[config.mk]
export PLATFORM = sky130hd
export DESIGN_NAME = mem_arbiter
export DESIGN_NICKNAME = d
export VERILOG_FILES = /design/src/rtl/mem_arbiter.sv
export SDC_FILE = /design/constraint.sdc
export NUM_CORES = 1
export LEC_CHECK = 0
export BUFFER_PORTS_ARGS = -buffer_cell sky130_fd_sc_hd__buf_4
export CORE_ASPECT_RATIO = 0.5
export CORE_MARGIN = 5
export CORE_UTILIZATION = 37
export CTS_CLUSTER_DIAMETER = 80
export DETAILED_ROUTE_END_ITERATION = 8
export PLACE_DENSITY = 0.76
export SETUP_SLACK_MARGIN = 0.5
export SLEW_MARGIN = 0
export SYNTH_ARGS = -nofsm -noshare
export SYNTH_HDL_FRONTEND = slang
export SYNTH_SLANG_ARGS = --single-unit
[constraint.sdc]
create_clock -name clk -period 1.3 [get_ports clk]
set_clock_uncertainty 0.1 [all_clocks]
set_input_delay 0.13 -clock clk [delete_from_list [all_inputs] [get_ports clk]]
set_output_delay 0.13 -clock clk [all_outputs]
set_load 0.01 [all_outputs]
[src/rtl/mem_arbiter.sv]
// mem_arbiter: shares one single-port synchronous RAM between the CPU core
// (port 0) and the DMA engine (port 1). It accepts at most one access per cycle
// and routes the one-cycle-latency read data back to the port that issued it.
// A per-port lock holds the RAM across an atomic read-modify-write sequence.
// Build option: define MEM_ARB_RR_EN for round-robin arbitration in IDLE.
// When it is undefined, port 0 has fixed priority.
module mem_arbiter #(
    parameter int ADDR_W = 16,
    parameter int DATA_W = 8
) (
    input  logic              clk,
    input  logic              rst_n,
    // port 0 (CPU)
    input  logic              req0_valid,
    output logic              req0_ready,
    input  logic [ADDR_W-1:0] req0_addr,
    input  logic              req0_we,
    input  logic [DATA_W-1:0] req0_wdata,
    input  logic              req0_lock,
    output logic              rsp0_valid,
    output logic [DATA_W-1:0] rsp0_rdata,
    // port 1 (DMA)
    input  logic              req1_valid,
    output logic              req1_ready,
    input  logic [ADDR_W-1:0] req1_addr,
    input  logic              req1_we,
    input  logic [DATA_W-1:0] req1_wdata,
    input  logic              req1_lock,
    output logic              rsp1_valid,
    output logic [DATA_W-1:0] rsp1_rdata,
    // RAM side
    output logic [ADDR_W-1:0] mem_addr,
    output logic [DATA_W-1:0] mem_din,
    output logic              mem_we,
    input  logic [DATA_W-1:0] mem_dout
);

    typedef enum logic [1:0] {
        IDLE  = 2'd0,
        LOCK0 = 2'd1,
        LOCK1 = 2'd2
    } state_t;

    state_t            state_q;
    logic              rsp_vld_q;   // an access was accepted last cycle
    logic              rsp_port_q;  // which port owns that response
    logic [ADDR_W-1:0] addr_q, addr_d;
    logic [DATA_W-1:0] din_q, din_d;
    logic              gnt0, gnt1;

`ifdef MEM_ARB_RR_EN
    logic              ptr_q;       // preferred port when both request in IDLE
`endif

    // Grant selection: the lock restricts eligibility, and arbitration applies only in IDLE.
    always_comb begin
        // NOTE: every signal written here gets a default first, so no latch is inferred.
        gnt0 = 1'b0;
        gnt1 = 1'b0;
        if (rst_n) begin
            unique case (state_q)
                IDLE: begin
`ifdef MEM_ARB_RR_EN
                    if (req0_valid && req1_valid) begin
                        gnt0 = ~ptr_q;
                        gnt1 = ptr_q;
                    end else begin
                        gnt0 = req0_valid;
                        gnt1 = req1_valid;
                    end
`else
                    gnt0 = req0_valid;
                    gnt1 = req1_valid & ~req0_valid;
`endif
                end
                LOCK0:   gnt0 = req0_valid;
                LOCK1:   gnt1 = req1_valid;
                default: ;
            endcase
        end
    end

    assign req0_ready = gnt0;
    assign req1_ready = gnt1;

    // RAM drive: the winning port passes straight through; otherwise the last grant is held and no write occurs.
    always_comb begin
        addr_d = addr_q;
        din_d  = din_q;
        mem_we = 1'b0;
        if (gnt0) begin
            addr_d = req0_addr;
            din_d  = req0_wdata;
            mem_we = req0_we;
        end else if (gnt1) begin
            addr_d = req1_addr;
            din_d  = req1_wdata;
            mem_we = req1_we;
        end
    end

    assign mem_addr = addr_d;
    assign mem_din  = din_d;

    // Lock FSM and response-owner pipeline; a reset discards any lock and any response in flight.
    always_ff @(posedge clk or negedge rst_n) begin
        if (!rst_n) begin
            state_q    <= IDLE;
            rsp_vld_q  <= 1'b0;
            rsp_port_q <= 1'b0;
        end else begin
            // NOTE: non-blocking assignments, so every register samples pre-edge values.
            rsp_vld_q  <= gnt0 | gnt1;
            rsp_port_q <= gnt1;
            unique case (state_q)
                IDLE: begin
                    if (gnt0 && req0_lock)      state_q <= LOCK0;
                    else if (gnt1 && req1_lock) state_q <= LOCK1;
                end
                LOCK0:   if (gnt0 && !req0_lock) state_q <= IDLE;
                LOCK1:   if (gnt1 && !req1_lock) state_q <= IDLE;
                default: state_q <= IDLE;
            endcase
        end
    end

    // Hold the last granted address and write data for the cycles with no grant.
    always_ff @(posedge clk or negedge rst_n) begin
        if (!rst_n) begin
            addr_q <= '0;
            din_q  <= '0;
        end else begin
            addr_q <= addr_d;
            din_q  <= din_d;
        end
    end

`ifdef MEM_ARB_RR_EN
    // Round-robin pointer: after a grant, prefer the other port next time.
    always_ff @(posedge clk or negedge rst_n) begin
        if (!rst_n) begin
            ptr_q <= 1'b0;
        end else if (gnt0) begin
            ptr_q <= 1'b1;
        end else if (gnt1) begin
            ptr_q <= 1'b0;
        end
    end
`endif

    // The response goes to the owner only; the other port sees zero data.
    assign rsp0_valid = rsp_vld_q & ~rsp_port_q;
    assign rsp1_valid = rsp_vld_q &  rsp_port_q;
    assign rsp0_rdata = rsp0_valid ? mem_dout : '0;
    assign rsp1_rdata = rsp1_valid ? mem_dout : '0;

endmodule

==> run_results.csv <==
group,metric,value,unit
route,vias,1725,
place,io_buffers,108,
clocking,clkLatencyLatePin,0.27,ns
clocking,cts.clk_slew.worst_paths,0.10,ns
power,p_leak,1.68,nW
worst_setup_path,cp_max_fo,5,
clocking,cts.sinks,28,
worst_setup_path,crit_family,"buffers and inverters",
route,drt_first_iter_violations,34,
global_route,antenna_found_initial,0,
route,drc,0,
place,hpwlAfterDp,4020,um
place,post-place-ws,-0.374,ns
power,p_per_area,1080,nW/um^2
power,p_int,2.40,mW
route,wl_per_cell,17.5,um
power,power,3.62,mW
worst_setup_path,required,1.07,ns
floorplanning,die_area,5750,um^2
floorplanning,ioPinCount,109,
floorplanning,core,4000,um^2
sta,tns,-24.71,ns
min_path,hold_class,"input pin to async pin",
finish,syn_to_final_growth,112,%
yosys,avgSynthCellArea,9.44,um^2
floorplanning,die_h,56.2,um
finish,finish.instance_area,3340,um^2
place,globalplace.congestion,0.720,
worst_setup_path,slowest_stage,"dfrtp_1",
worst_setup_path,path_buf_inv,3,
finish,fin_nets,365,
worst_setup_path,crit_end,"mem_addr[13]",
yosys,synth-edff-count,0,
route,drtAntennaViolNets,0,
finish,drive_gt1_share,66.3,%
clocking,cts_hold_buffers,1,
outcome,violations,"negative hold slack, negative setup slack",
sta,clock.fmax,0.506,GHz
worst_setup_path,r2r-start,"state_q[0]$_DFFE_PN0P_",
power,switching_share,33.7,%
sta,min_period,1.98,ns
power,pwr-share-comb,53.3,%
yosys,synthCells,167,
power,seqPwrFrac,31.4,%
route,viasPerCell,4.87,
yosys,ys_seq_area_share,44.4,%
job,drv_cap,0,
worst_setup_path,worst_setup_path_end_kind,"primary output",
global_route,grt_start_max_net_pins,28,
floorplanning,die_w,102,um
global_route,grt_pass1_vias,1785,
worst_setup_path,critPathMaxStageDelay,0.42,ns
yosys,synth_nets,231,
sta,timing.hold.ws,-0.271,ns
worst_setup_path,r2r-end,"addr_q[2]$_DFF_PN0_",
finish,nFillCells,213,
place,placed_area,2860,um^2
floorplanning,rows,16,
route,dr.pass1.iters,4,
sta,relSlewSlack,70.5,%
yosys,synthArstFlopShare,100,%
yosys,ys_ff_latch,28,
clocking,cts_buffers,3,
clocking,cts_tree,"yes",
worst_setup_path,critical_path_depth,5,
sta,setup_violations,71,
finish,diodes,0,
sta,worst_pin_slew,0.442,ns
clocking,clock_path_buffers,2,
worst_setup_path,reg2reg_depth,5,
sta,drv_slew,0,
worst_setup_path,worst-setup-path-type,"register to primary output",
worst_setup_path,cp-start-kind,"register",
clocking,cts_root_buffer,"clkbuf_8",
sta,post-route-period-util,152,%
power,power_switching,1.22,mW
outcome,status,"finished with violations",
floorplanning,initial_utilization,39.4,%
sta,hold_viol_final,25,
clocking,htreeDepth,1,
worst_setup_path,crit_chain,"buf_6 > nor3_4 > clkbuf_16 > a221oi_4 > buf_4",
finish,multi_input_area,1060,um^2
yosys,synth-main-ff-cell,"dfrtp_1",
power,irDropWorstVdd,0.657,mV
power,clkPwrFrac,15.3,%
sta,finalWorstSetupSlack,-0.676,ns
global_route,grtUsageTotal,19.4,%
worst_setup_path,r2r_setup_slack,-0.35,ns
worst_setup_path,crit_start,"state_q[0]$_DFFE_PN0P_",
yosys,yosys_warnings,0,
route,wl,6210,um
finish,final-seq-area,703,um^2
worst_setup_path,worst_ep_arrival_time,1.75,ns
yosys,syn_area,1580,um^2
yosys,ys_types,21,
sta,rsz0062_at_grt,"true",
global_route,grt_pass1_wl,8780,um
global_route,grt_overflow,0,
==> metal layers <==
layer,vias to the layer above,wire (um),track usage (%)
met1,845,2350,21.3
met4,0,74,4.11
met2,62,3430,37.6
met3,8,356,4.51
li1,810,-,-
met5,-,0,0
==> cell usage after synthesis, types with 2 or more instances <==
library cell	instances	area (um^2)
buf_4	2	15.0
a221oi_1	5	43.8
nor2b_1	2	12.5
nand3b_1	2	15.0
and3_1	8	50.1
dfrtp_1	28	701
a221oi_2	19	285
nor2_1	25	93.8
nand2_1	4	15.0
buf_6	2	22.5
clkbuf_1	3	11.3
and2_1	9	56.3
inv_1	50	188
==> cell families (layout without fill, tap and decap cells) <==
| logic type | Yosys count | in the layout | synth area share [%] |
|---|---|---|---|
| compound gates | 28 | 28 | 22.9 |
| buf+inv | 57 | 189 | 15.0 |
| flops | 28 | 28 | 44.4 |
| simple gates | 54 | 55 | 17.7 |
==> layout by cell type, fill, tap and decap left out, types with 2 or more instances in the layout <==
cell type  count
and3_4         8
buf_6         36
and2_4         9
buf_12         4
nand2_1        3
dfrtp_1       26
a221oi_4      24
buf_4         90
clkbuf_8       4
inv_1         48
nor2b_4        2
clkbuf_16      2
dfrtp_2        2
nor2_2         6
nand3b_1       2
nor2_1        19
==> what timing repair did <==
| action | 4_1_cts | 5_1_grt |
|---|---|---|
| resized for setup | 43 | 19 |
| cloned | 3 | 3 |
| hold endpoints to repair | 28 | 25 |
| pin swaps | 25 | 6 |
| setup buffers | 4 | 2 |
| setup endpoints to repair | 73 | 73 |
==> flip-flops by register name, indices dropped and copies added, names as in the netlist <==
name        flops
state_q         2
din_q           8
rsp_port_q      1
rsp_vld_q       1
addr_q         16
==> metrics by stage <==
step,utilization (%),std cells
after floorplan,-,167
after global placement,71.5,337
after detailed placement,71.5,337
after CTS,79.4,349
after global routing,83.5,354
final,83.5,354
==> power groups by stage <==
stage                     Clock [mW]  Sequential, mW  Combinational (mW)
after floorplan                    0            1.13               0.903
after CTS                      0.559            1.13                1.77
after detailed placement           0            1.14                1.58
after global routing           0.603            1.15                2.04
final                          0.552            1.14                1.93
after global placement             0            1.12                1.54
==> layout make-up <==
| type | instances | area share (%) |
|---|---|---|
| repair buffers | 135 | 37.8 |
| multi-input cells | 83 | 31.8 |
| flip-flops and latches | 28 | 21.0 |
| inverters | 50 | 5.69 |
| well taps | 54 | 2.02 |
| clock buffers | 4 | 1.65 |
==> how the worst min path moves through the flow <==
stage / to / slack, ns
final: din_q[2]$_DFF_PN0_ / -0.27
after floorplan: addr_q[0]$_DFF_PN0_ / -0.27
after global placement: din_q[3]$_DFF_PN0_ / -0.04
after CTS: din_q[6]$_DFF_PN0_ / -0.22
after detailed placement: din_q[3]$_DFF_PN0_ / -0.04
after global routing: addr_q[15]$_DFF_PN0_ / -0.25
(Power assumes the default switching activity.)
